**src/rtl/bitty_pkg.sv**
```systemverilog
// Shared widths and fetch-state encoding for the bitty core.
package bitty_pkg;

   localparam int ADDR_W  = 8;
   localparam int INSTR_W = 16;

   typedef enum logic [2:0] {
      S_IDLE   = 3'd0,
      S_REQ    = 3'd1,
      S_WAIT   = 3'd2,
      S_HOLD   = 3'd3,
      S_HALTED = 3'd4
   } fetch_state_t;

endpackage

```
**src/rtl/fetch_pc_reg.sv**
```systemverilog
// Program counter register: load wins over increment, otherwise hold.
module fetch_pc_reg #(
   parameter int ADDR_W   = bitty_pkg::ADDR_W,
   parameter int RESET_PC = 0
) (
   input  logic              clk,
   input  logic              reset,
   input  logic              load,
   input  logic              inc,
   input  logic [ADDR_W-1:0] load_val,
   output logic [ADDR_W-1:0] pc
);

   always_ff @(posedge clk or posedge reset) begin
      if (reset) begin
         pc <= ADDR_W'(RESET_PC);
      end else if (load) begin
         pc <= load_val;
      end else if (inc) begin
         // Wraps modulo 2^ADDR_W by construction.
         pc <= pc + ADDR_W'(1);
      end
   end

endmodule

```
**src/rtl/fetch_ctrl.sv**
```systemverilog
// Instruction-fetch sequencer: one imem read per instruction, held for decode
// on valid/ready, with branch redirect (squashing in-flight reads) and halt.
module fetch_ctrl
   import bitty_pkg::*;
#(
   parameter int ADDR_W   = bitty_pkg::ADDR_W,
   parameter int INSTR_W  = bitty_pkg::INSTR_W,
   parameter int RESET_PC = 0
) (
   input  logic               clk,
   input  logic               reset,
   output logic               imem_req,
   output logic [ADDR_W-1:0]  imem_addr,
   input  logic               imem_rvalid,
   input  logic [INSTR_W-1:0] imem_rdata,
   output logic               instr_valid,
   output logic [INSTR_W-1:0] instr_out,
   output logic [ADDR_W-1:0]  instr_pc,
   input  logic               instr_ready,
   input  logic               br_valid,
   input  logic [ADDR_W-1:0]  br_target,
   input  logic               halt,
   output logic               busy
);

   // Handshake: an instruction transfers on a cycle where instr_valid and
   // instr_ready are both high; instr_out/instr_pc are stable until then.

   fetch_state_t      state;
   logic              squash;
   logic [ADDR_W-1:0] pc;
   logic              pc_inc;
   logic              take_data;

   assign take_data = (state == S_WAIT) && imem_rvalid && !squash && !br_valid;
   assign pc_inc    = take_data;

   fetch_pc_reg #(
      .ADDR_W   (ADDR_W),
      .RESET_PC (RESET_PC)
   ) u_pc (
      .clk      (clk),
      .reset    (reset),
      .load     (br_valid),
      .inc      (pc_inc),
      .load_val (br_target),
      .pc       (pc)
   );

   always_ff @(posedge clk or posedge reset) begin
      if (reset) begin
         state     <= S_IDLE;
         squash    <= 1'b0;
         instr_out <= '0;
         instr_pc  <= '0;
      end else begin
         case (state)
            S_IDLE: begin
               state <= halt ? S_HALTED : S_REQ;
            end
            S_REQ: begin
               if (br_valid) squash <= 1'b1;
               state <= S_WAIT;
            end
            S_WAIT: begin
               if (imem_rvalid) begin
                  if (squash || br_valid) begin
                     // Stale response: drop it and refetch from the new pc.
                     squash <= 1'b0;
                     state  <= S_REQ;
                  end else begin
                     instr_out <= imem_rdata;
                     instr_pc  <= pc;
                     state     <= S_HOLD;
                  end
               end else if (br_valid) begin
                  squash <= 1'b1;
               end
            end
            S_HOLD: begin
               // A branch kills the held instruction whether or not it was accepted.
               if (br_valid || instr_ready) state <= halt ? S_HALTED : S_REQ;
            end
            S_HALTED: begin
               if (!halt) state <= S_REQ;
            end
            default: begin
               state <= S_IDLE;
            end
         endcase
      end
   end

   assign imem_req    = (state == S_REQ);
   assign instr_valid = (state == S_HOLD);
   assign busy        = (state == S_REQ) || (state == S_WAIT) || (state == S_HOLD);
   assign imem_addr   = pc;

endmodule

```
**config.mk**
```make
export PLATFORM = sky130hd
export DESIGN_NAME = fetch_ctrl
export DESIGN_NICKNAME = d
export VERILOG_FILES = /design/src/rtl/bitty_pkg.sv /design/src/rtl/fetch_pc_reg.sv /design/src/rtl/fetch_ctrl.sv
export SDC_FILE = /design/constraint.sdc
export NUM_CORES = 1
export LEC_CHECK = 0
export CAP_MARGIN = 20
export CORE_ASPECT_RATIO = 1.4
export CORE_MARGIN = 2
export CORE_UTILIZATION = 50
export CTS_BUF_LIST = sky130_fd_sc_hd__clkbuf_2 sky130_fd_sc_hd__clkbuf_4 sky130_fd_sc_hd__clkbuf_8
export CTS_CLUSTER_DIAMETER = 80
export DETAILED_ROUTE_END_ITERATION = 8
export DONT_BUFFER_PORTS = 1
export PLACE_DENSITY = 0.68
export SLEW_MARGIN = 40
export SYNTH_ARGS = -nofsm -noshare
export SYNTH_HDL_FRONTEND = slang
export SYNTH_SLANG_ARGS = --single-unit
export TNS_END_PERCENT = 100
```
**constraint.sdc**
```tcl
create_clock -name clk -period 1.4 [get_ports clk]
set_input_delay 0.07 -clock clk [delete_from_list [all_inputs] [get_ports clk]]
set_output_delay 0.07 -clock clk [all_outputs]
set_load 0.1 [all_outputs]
```
**Word-level counts from Yosys, hierarchy flattened**

Cells that the tools add are included.

- Flip-flop bits (word level): 36
- Bits in latches: 0
- Bits in writable memories: 0
- Memory bits (read-only): 0
- Word-level logic and storage cells: 42
- Memories kept: 0

- Add/subtract/negate cells: 1
- Multipliers: 0
- Div/mod/pow operators: 0
- Order comparisons: 0
- Eq/ne operators: 8
- Shift operators: 0
- Muxes and demuxes: 12
- Bitwise logic cells: 1
- Reduce and logical (&&, ||, !) cells: 15

Operators with widths:

| kind | count |
|---|---|
| $mux W8 | 2 |
| $pmux W3 S5 | 1 |
| $mux W3 | 4 |
| $add A8 B1 Y8 const B | 1 |
| $eq A3 B2 Y1 const B | 2 |
| $reduce_and A3 Y1 | 2 |
| $logic_or A1 B1 Y1 | 4 |
| $ne A2 B2 Y1 const B | 2 |
| $reduce_bool A2 Y1 | 2 |
| $eq A3 B1 Y1 const B | 1 |
| $eq A3 B3 Y1 const B | 1 |
| $logic_and A1 B1 Y1 | 3 |
| $logic_not A3 Y1 | 1 |
| $mux W1 | 3 |
| $ne A3 B2 Y1 const B | 1 |
| $logic_not A1 Y1 | 2 |
| $mux W2 | 1 |
| $ne A2 B1 Y1 const B | 1 |
| $pmux W1 S2 | 1 |
| $reduce_and A2 Y1 | 1 |
| $not A1 Y1 | 1 |

**Depth between registers and ports, before layout**

- Word-level depth: 6
- Mapped depth: 7
- Depth with buffers taken out: 5

**Hierarchy**

Synthesis repeated with hierarchy kept, for this count alone.

- Cells, all modules: 129
- Area total of the unflattened synthesis: 1,662.8 sq um

Modules (own cells, without submodules):

| module | instances | cells an instance | area an instance (sq um) | sequential area each (sq um) |
|---|---|---|---|---|
| fetch_ctrl | 1 | 79 | 1,217.4 | 700.7 |
| fetch_pc_reg | 1 | 50 | 445.4 | 200.2 |

**Least setup slack after synthesis**

No wires, ideal clock.

- Kind: reg-to-output
- Start point: register state[0]
- End point: output imem_req
- Arrival time: 2.626 ns
- Required time: 1.330 ns
- Slack: -1.296 ns
- Stages on the path, launching flop included: 4
- Path through: dfrtp_1 buf_2 inv_1 nor3_1

- Word-level cells in the longest chain between the ends: 1

Ends and longest elaborated chain:

| element | RTL line | source |
|---|---|---|
| from (decl) | fetch_ctrl.sv:29 | `fetch_state_t state;` |
| from (signal assigned) | fetch_ctrl.sv:59 | `state <= halt ? S_HALTED : S_REQ;` |
| from (signal assigned) | fetch_ctrl.sv:82 | `if (br_valid \|\| instr_ready) state <= halt ? S_HALTED : S_REQ;` |
| $eq A3 B1 Y1 | fetch_ctrl.sv:94 | `assign imem_req = (state == S_REQ);` |
| to (decl) | fetch_ctrl.sv:12 | `output logic imem_req,` |

Every way passes these cells.

**Worst setup path in the final report**

- Start point: register state[2]
- End point: register instr_out[0]

- Word-level cells in the longest chain between the ends: 2

Ends and longest elaborated chain:

| element | RTL line | source |
|---|---|---|
| $eq A3 B2 Y1 | fetch_ctrl.sv:57 | `case (state)` |
| $reduce_and A3 Y1 (no source line) | - |  |
| to (signal assigned) | fetch_ctrl.sv:72 | `instr_out <= imem_rdata;` |
| to (decl) | fetch_ctrl.sv:17 | `output logic [INSTR_W-1:0] instr_out,` |

Every way passes these cells.
A chain may end at the register's enable or synchronous reset.

==> results by group <==
Layout
  • Share of layout cells above drive strength 1: 50.23%
  • Area growth syn-to-layout: 53.63%
  • Layout fillers: 204
  • Nets: 247
  • Fin cells: 257
  • Diodes inserted: 0

Timing
  • Final Hold Viols: 0
  • Least-Margin Pin Slew: 0.5837 ns
  • Setup-failing EPs final: 29
  • Final WS setup: -0.1297 ns
  • Fin crit share: 109.3%
  • Max Freq: 653.7 MHz
  • Aggregate negative setup slack: -2.423 ns
  • Max-Slew Margin vs Limit: 60.96%
  • Skew final: 0.01026 ns
  • Minimum clock period: 1.530 ns
  • Max Slew Vio Count: 0
  • RSZ-0062 raised after global routing: true

Global route
  • Tot GR Track Use: 25.91%
  • Global route overflow: 0
  • Largest net degree at the start of global routing: 37
  • First-pass GRT wire length: 7.189 mm
  • Met3 usage: 6.911%
  • Global-route met1 utilization: 27.98%
  • Vias in the first global route: 1523
  • Met2 global-route usage: 45.53%
  • GR peak layer: met2
  • Initial antenna violation count: 0

Floorplanning
  • Die ar.: 0.003975 sq mm
  • Ports: 65
  • Starting Density: 52.00%
  • Die width: 53.86 um
  • CORE AREA: 0.003347 sq mm
  • Row cnt: 25
  • Die height: 73.81 um

Clock network
  • Later-pin clock latency in the skew report: 0.30 ns
  • CTS tree: built
  • CTS H-tree lvls: 2
  • Clock buffer count from CTS: 5
  • Root Driver: clkbuf_8
  • Clk buf depth: 2
  • Clock sink total: 36
  • Clock slew at reported path FFs: 0.08 ns

Setup path
  • CP cell instances: and3b_2 > nand2_8 > nor2_8 > buf_12 > mux2_4
  • Crit path max-delay family: simple AND/OR/NAND/NOR gates
  • Worst Path Required: 1.58 ns
  • Largest stage delay, worst path: 0.41 ns
  • Crit Reg-Reg Endpoint: instr_out[0]
  • CP max stage cell: dfrtp_2
  • Largest fanout on the critical path: 13
  • Critical path startpoint category: flop
  • Worst R2R Start: state[2]
  • Reg2Reg Setup Slack: -0.13 ns
  • Worst EP arrival: 1.71 ns
  • Critical Path Sink Type: flop
  • WS Path Type: reg2reg
  • CP Buf/Inv Count: 1
  • Worst R2R Path Depth: 5

Place
  • Dpl ws: -0.1798 ns
  • Detailed placement HPWL: 2.870 mm
  • Placed cells: 216
  • Port bufs: 0
  • Routability cong.: 0.8813

Worst hold path
  • HP Start: instr_ready
  • Min-delay worst type: in2reg
  • Hold Crit Depth: 2
  • Hold Path End: state[1]

Yosys
  • Multiplexer area fraction after synthesis: 20.42%
  • Top-area cell type share of the netlist area: 51.76%
  • Mapped Area: 0.001740 sq mm
  • XOR/XNOR Fraction of Synth Area: 3.019%
  • Cell variety after synth: 37
  • Post-synthesis simple-gate area fraction: 13.37%
  • #FFs+latches synth: 36
  • Top post-synthesis cells by area: dfrtp_1, mux2_4, o21ai_0, mux2_2, buf_12
  • Mapped Cells: 133
  • YS warnings: 0
  • Sequential fraction of the synthesis area: 51.76%
  • Post-synth EDFFs: 0
  • Top FF cell, synth: dfrtp_1
  • Post-synth ARST share: 100.0%
  • Yosys top cell by area: dfrtp_1
  • Syn Nets: 164
  • Compound-cell area share of the yosys netlist: 5.895%
  • Mean Syn Cell Area: 13.09 sq um
  • Adder-cell area share of the yosys netlist: 0.7189%
  • Main combinational cell family by area after synthesis: multiplexers

Drt
  • Via count: 1355
  • Starting DRC count in detailed routing: 14
  • Antenna viol nets, final: 0
  • Drt pass-1 iters: 4
  • Final WL: 4.580 mm
  • DRC viols: 0
  • Vias/cell: 5.272
  • Post-DR wirelength/cell: 17.82 um

Run status
  • Outcome: finished with violations
  • Failing checks: setup timing

Job
  • Max cap viols: 0
-- layout make-up --
class	instances	area [sq um]	share of cell area, %
Clock inverter	3	18.77	0.7019
Tap cell	40	50.05	1.872
Clock buffer	5	68.82	2.574
Multi-Input combinational cell	87	825.8	30.88
Timing Repair Buffer	83	769.5	28.78
Inverter	3	15.01	0.5615
Sequential cell	36	925.9	34.63
-- state kept, by name, indices dropped and copies added, names as in the netlist --
| register | flops |
|---|---|
| instr_out | 16 |
| instr_pc | 8 |
| squash | 1 |
| state | 3 |
| u_pc.pc | 8 |
-- Yosys cell counts, types with 3 or more instances --
library cell   n
nand3_1        3
nor2_1         6
o21ai_0       10
mux2_2         4
nand2_1       10
dfrtp_1       36
xor2_1         4
mux2_4        20
inv_1          3
a21oi_1        3
-- cells by family (layout without fill, tap and decap cells) --
kind of cell / count (synthesis) / after routing
AO/OA/AOI/OAI: 18 / 18
adder cells (fa/ha/maj): 1 / 1
multiplexers: 25 / 25
XOR/XNOR: 6 / 6
flip-flops: 36 / 36
buffers and inverters: 10 / 94
AND/OR/NAND/NOR: 37 / 37
-- stage by stage --
step | area, sq um | hold WS [ns] | util [%]
2_1_floorplan | 1812 | 0.1683 | -
3_3_place_gp | 2202 | 0.07952 | 65.79
3_5_place_dp | 2202 | 0.08865 | 65.79
4_1_cts | 2631 | 0.01011 | 78.62
5_1_grt | 2674 | 0.01803 | 79.89
6_report | 2674 | 0.01488 | 79.89
-- layer usage --
metal	vias to the layer above	wire length (um)
met5	-	0
met4	0	120
met3	11	235
met2	46	2530
met1	667	1694
li1	631	-
-- placed cells by master (no fill, tap or decap), types with 2 or more instances in the layout --
cell type,n
buf_4,44
dlygate4sd3_1,28
dfrtp_1,28
mux2_4,24
nand2_1,10
buf_6,7
o21ai_1,6
dfrtp_4,6
o21ai_0,5
clkbuf_8,5
xor2_1,4
buf_12,4
nor2_1,3
nand3_1,3
a21oi_1,3
and4_1,2
nand4_1,2
inv_1,2
nor2_4,2
and3_1,2
xnor2_1,2
clkinv_2,2
dfrtp_2,2
-- what timing repair did --
item,4_1_cts,5_1_grt
setup endpoints to repair,30,35
setup buffers,3,3
gates resized for setup,12,10
hold buffers,28,0
pin swaps,3,4
endpoints found under the hold margin,62,0
cloned,0,0
-- worst max-delay path by stage --
stage,from,endpoint,slack (ns),cells after the start
6_report,state[2],instr_out[0],-0.13,5
5_1_grt,state[0],imem_req,-0.18,5
4_1_cts,state[2],instr_valid,-0.11,5
3_5_place_dp,state[2],instr_out[6],-0.18,5
3_3_place_gp,state[2],instr_out[9],-0.10,5
2_1_floorplan,state[2],instr_out[0],-0.17,6
Power is left out: the tool's default activity adds up to more than one toggle a clock period on the data nets, which glitch-free logic cannot reach.
